$ cat src/rtl/dmem_arbiter.sv
// rtl/dmem_arbiter.sv - single-port data memory arbiter between core LSU and external port
// Core wins by default; the external side gets idle cycles plus a bounded forced burst once starved.
module dmem_arbiter #(
  parameter int ADDR_WIDTH   = 16,
  parameter int DATA_WIDTH   = 32,
  parameter int STARVE_LIMIT = 4,
  parameter int MAX_BURST    = 2
) (
  input  logic                  clk,
  input  logic                  rst,
  input  logic                  c_req_i,
  input  logic                  c_we_i,
  input  logic [ADDR_WIDTH-1:0] c_addr_i,
  input  logic [DATA_WIDTH-1:0] c_wdata_i,
  output logic                  c_gnt_o,
  output logic                  c_rvalid_o,
  output logic [DATA_WIDTH-1:0] c_rdata_o,
  output logic                  stall_o,
  input  logic                  e_req_i,
  input  logic                  e_we_i,
  input  logic [ADDR_WIDTH-1:0] e_addr_i,
  input  logic [DATA_WIDTH-1:0] e_wdata_i,
  output logic                  e_gnt_o,
  output logic                  e_rvalid_o,
  output logic [DATA_WIDTH-1:0] e_rdata_o,
  output logic [ADDR_WIDTH-1:0] mem_a_o,
  output logic                  mem_w_o,
  output logic [DATA_WIDTH-1:0] mem_d_o,
  input  logic [DATA_WIDTH-1:0] mem_q_i
);

  typedef enum logic {S_CORE, S_EXT} state_t;

  localparam logic [7:0] STARVE_MAX = STARVE_LIMIT[7:0];
  localparam logic [7:0] BURST_MAX  = MAX_BURST[7:0];

  state_t     state_q, state_d;
  logic [7:0] wait_q, wait_d;
  logic [7:0] burst_q, burst_d;
  logic       owner_q, owner_d;
  logic       rd_pend_q, rd_pend_d;
  logic       c_gnt, e_gnt, ext_exit;
  logic [7:0] wait_base;

  always_ff @(posedge clk) begin
    if (rst) begin
      state_q   <= S_CORE;
      wait_q    <= 8'd0;
      burst_q   <= 8'd0;
      owner_q   <= 1'b0;
      rd_pend_q <= 1'b0;
    end else begin
      state_q   <= state_d;
      wait_q    <= wait_d;
      burst_q   <= burst_d;
      owner_q   <= owner_d;
      rd_pend_q <= rd_pend_d;
    end
  end

  always_comb begin
    c_gnt    = 1'b0;
    e_gnt    = 1'b0;
    ext_exit = 1'b0;
    state_d  = state_q;
    burst_d  = burst_q;
    if (!rst) begin
      case (state_q)
        S_CORE: begin
          if (c_req_i && e_req_i && (wait_q == STARVE_MAX)) begin
            e_gnt   = 1'b1;
            state_d = S_EXT;
            burst_d = 8'd1;
          end else if (c_req_i) begin
            c_gnt = 1'b1;
          end else if (e_req_i) begin
            e_gnt = 1'b1;
          end
        end
        S_EXT: begin
          if (e_req_i && (burst_q < BURST_MAX)) begin
            e_gnt   = 1'b1;
            burst_d = burst_q + 8'd1;
          end else begin
            // Leave the burst in the same cycle; an idle core still lets ext in.
            ext_exit = 1'b1;
            state_d  = S_CORE;
            burst_d  = 8'd0;
            if (c_req_i) begin
              c_gnt = 1'b1;
            end else if (e_req_i) begin
              e_gnt = 1'b1;
            end
          end
        end
        default: state_d = S_CORE;
      endcase
    end
  end

  // The denied cycle on burst exit already counts toward the next starvation window.
  always_comb begin
    wait_base = (e_gnt || ext_exit) ? 8'd0 : wait_q;
    wait_d    = wait_base;
    if (e_req_i && !e_gnt && !rst) begin
      wait_d = (wait_base >= STARVE_MAX) ? STARVE_MAX : wait_base + 8'd1;
    end
  end

  always_comb begin
    rd_pend_d = (c_gnt && !c_we_i) || (e_gnt && !e_we_i);
    owner_d   = e_gnt;
  end

  assign c_gnt_o    = c_gnt;
  assign e_gnt_o    = e_gnt;
  assign stall_o    = c_req_i && !c_gnt && !rst;
  assign mem_a_o    = e_gnt ? e_addr_i : c_addr_i;
  assign mem_d_o    = e_gnt ? e_wdata_i : c_wdata_i;
  assign mem_w_o    = (c_gnt && c_we_i) || (e_gnt && e_we_i);
  assign c_rvalid_o = rd_pend_q && !owner_q && !rst;
  assign e_rvalid_o = rd_pend_q && owner_q && !rst;
  assign c_rdata_o  = mem_q_i;
  assign e_rdata_o  = mem_q_i;

endmodule

$ cat config.mk
export PLATFORM = sky130hd
export DESIGN_NAME = dmem_arbiter
export DESIGN_NICKNAME = d
export VERILOG_FILES = /design/src/rtl/dmem_arbiter.sv
export SDC_FILE = /design/constraint.sdc
export NUM_CORES = 1
export LEC_CHECK = 0
export CORE_ASPECT_RATIO = 0.6
export CORE_MARGIN = 3
export CORE_UTILIZATION = 28
export CTS_BUF_LIST = sky130_fd_sc_hd__clkbuf_16
export DETAILED_ROUTE_END_ITERATION = 12
export PLACE_DENSITY = 0.93
export SKIP_LAST_GASP = 1
export SYNTH_ARGS = -nofsm -noshare
export SYNTH_HDL_FRONTEND = slang
export SYNTH_SLANG_ARGS = --single-unit
$ cat constraint.sdc
create_clock -name clk -period 5.22 [get_ports clk]
set_input_delay 1.044 -clock clk [delete_from_list [all_inputs] [get_ports clk]]
set_output_delay 1.044 -clock clk [all_outputs]
set_load 0.05 [all_outputs]
==> results.toml <==
[pwr]
power-per-cell-area_nw_per_um2 = 185
clockPowerShare_pct = 26.3
ir_worst_vdd_mv = 0.0987
switching_share_pct = 34.8
p_seq_share_pct = 24.9
p_int_uw = 389
power_uw = 597
combPwrFrac_pct = 48.8
p_switching_uw = 208
leakagePower_uw = 0.00118

[worst_setup_path]
crit_slowest_cell = "clkdlybuf4s50_1"
crit_buf_inv = 3
startpoint_type = "input port"
crit_type = "input port to primary output"
worstPathArrival_ns = 3.87
path_delay_family = "buffers and inverters"
timing.rr.start = "wait_q[4]"
cp_max_fo = 40
startpoint = "e_req_i"
slowest_delay_ns = 0.72
cp_common_cell = "clkdlybuf4s50_1"
path_cells = "clkdlybuf4s50_1 -> nand4b_2 -> nor4_4 -> nand2_1 -> o21ai_4 -> buf_12 -> mux2_2 -> clkdlybuf4s50_1"
end_kind = "primary output"
cp.required_ns = 4.18

[synthesis]
synth-edff-count = 0
synth.area.mux_share_pct = 27.3
syn_nets = 355
yosysTopAreaCellShare_pct = 25.4
synthAdderAreaFrac_pct = 0.632
ys_seq_elements = 19
yosys.area.top_type = "buf_4"
syn_avg_cell_area_sq_um = 9.00
synth_top_family_by_area = "buffers and inverters"
synth_area_leaders = "buf_4, mux2_2, dfxtp_1"
synthArstFlopShare_pct = 0
synth_commonest_cells = "buf_4, mux2_2, nor2_1"
synth_compound_area_share_pct = 9.16
ys_seq_area_share_pct = 19.2
yosys_warnings = 0
synthCells = 220
yosys.area_share.simple_pct = 15.9
synth_xor_xnor_area_share_pct = 0
ys_types = 42
syn_area_sq_um = 1980
yosysMostFrequentCell = "buf_4"
synth_ff_type = "dfxtp_1"

[layout]
fin_nets = 446
syn2layout_area_growth_pct = 62.7
antenna_cells = 0
drive_above_1_share_pct = 18.4

[place]
place_congestion = 0.895
hpwl_um = 6580
portBuffers = 155

[cts]
cts-buffers-inserted = 3
clock_latency_ns = 0.25
path_clk_slew_ns = 0.05
ctsHoldBuffers = 0
cts.sinks = 19
cts_resized = 0
post_cts_buffers = 0
clockBufferDepth = 2
htreeDepth = 1
root_buffer = "clkbuf_16"
cts_tree = "built"

[global_route]
grt_pass1_wl_um = 10900
grt_start_max_net_pins = 41
antenna_found_initial = 0
grt_usage_pct = 17.6
grt_pass1_vias = 1932
overflow = 0

[timing]
fmax_ghz = 0.203
finalSetupViolCount = 0
worstMarginPinSlew_ns = 0.809
setup_tns_ns = 0
rsz0062_at_grt = "false"
slew_headroom_pct = 45.5
post-route-min-period_ns = 4.92
drv_slew = 0
skew_ns = 0.00217
min_period_over_period_pct = 94.2
hold_viol = 0

[floorplan]
die_w_um = 115
start_util_pct = 29.3
core_area_sq_um = 6760
die-area_sq_um = 8150
rows = 23
ioPinCount = 252
die_h_um = 71.1

[min_path]
hold_path_class = "flop to flop"
worstHoldStart = "burst_q[4]"

[detailed_routing]
drc_errors = 0
drt-initial-drc-count = 135
num_vias = 1870
ant_nets = 0
wl_per_cell_um = 19.0
routed_wl_um = 7550
viasPerCell = 4.71
dr.pass1.iters = 4

[status]
status = "complete, no violations"

[job]
maxCapViolations = 0
==> through the flow <==
step | area (sq um) | instances | setup WS, ns | util, % | hold slack [ns]
after global placement | 3140 | 393 | 0.385 | 46.5 | 0.444
after detailed placement | 3140 | 393 | 0.312 | 46.5 | 0.449
final | 3220 | 397 | 0.303 | 47.6 | 0.465
after floorplan | 1980 | 220 | 1.33 | - | 0.430
after global routing | 3220 | 397 | 0.162 | 47.6 | 0.473
after CTS | 3220 | 397 | 0.309 | 47.6 | 0.465
==> layout by cell type (no fill, tap or decap), types with 2 or more instances in the layout <==
| cell type | count |
|---|---|
| nand2_1 | 7 |
| nand2b_1 | 2 |
| o21ai_0 | 2 |
| clkbuf_16 | 3 |
| o21ai_1 | 2 |
| nor3_1 | 4 |
| nor2_1 | 21 |
| nor4_1 | 2 |
| dfxtp_1 | 19 |
| a22oi_1 | 2 |
| o32ai_1 | 2 |
| and2_1 | 4 |
| mux2_2 | 39 |
| nor3b_1 | 2 |
| a21oi_1 | 6 |
| mux2_1 | 9 |
| inv_1 | 2 |
| clkdlybuf4s50_1 | 153 |
| a41oi_1 | 2 |
| buf_4 | 5 |
==> flip-flops by register name (all words and copies together), names as in the netlist <==
signal,cells
state_q,1
rd_pend_q,1
owner_q,1
wait_q,8
burst_q,8
==> per-layer routing <==
layer / track usage, % / vias up / share of wire (%)
met2: 30.6 / 130 / 52
met3: 7.26 / 18 / 10
met5: 0 / - / 0
met4: 5.80 / 0 / 2.9
li1: - / 890 / -
met1: 19.5 / 832 / 35
==> cells by family after synthesis <==
kind of cell | count (synthesis)
simple gates | 55
flops | 19
buf+inv | 75
compound gates | 22
fa+ha+maj | 1
mux | 48
==> path summary, 6_finish.rpt <==
kind         cells after the start           to  slack [ns]
max                              8  mem_a_o[12]        0.30
min                              1   burst_q[4]        0.46
max reg2reg                      5    wait_q[0]        3.08
min reg2reg                      1   burst_q[4]        0.46
==> power by group through the flow <==
stage,Sequential (uW),Clock [uW],Combinational [uW]
finish,148,157,291
global route,148,167,302
CTS,148,162,292
detailed placement,151,0,291
global placement,151,0,287
floorplan,150,0,284
==> layout make-up <==
type / count / area (sq um)
Timing Repair Buffer: 159 / 1590
Multi-Input combinational cell: 126 / 1060
Clock buffer: 3 / 75.1
Fill cell: 617 / 3540
Inverter: 2 / 7.51
Clock inverter: 1 / 5.00
Sequential cell: 19 / 380
Tap cell: 87 / 109
(Power assumes the default switching activity.)
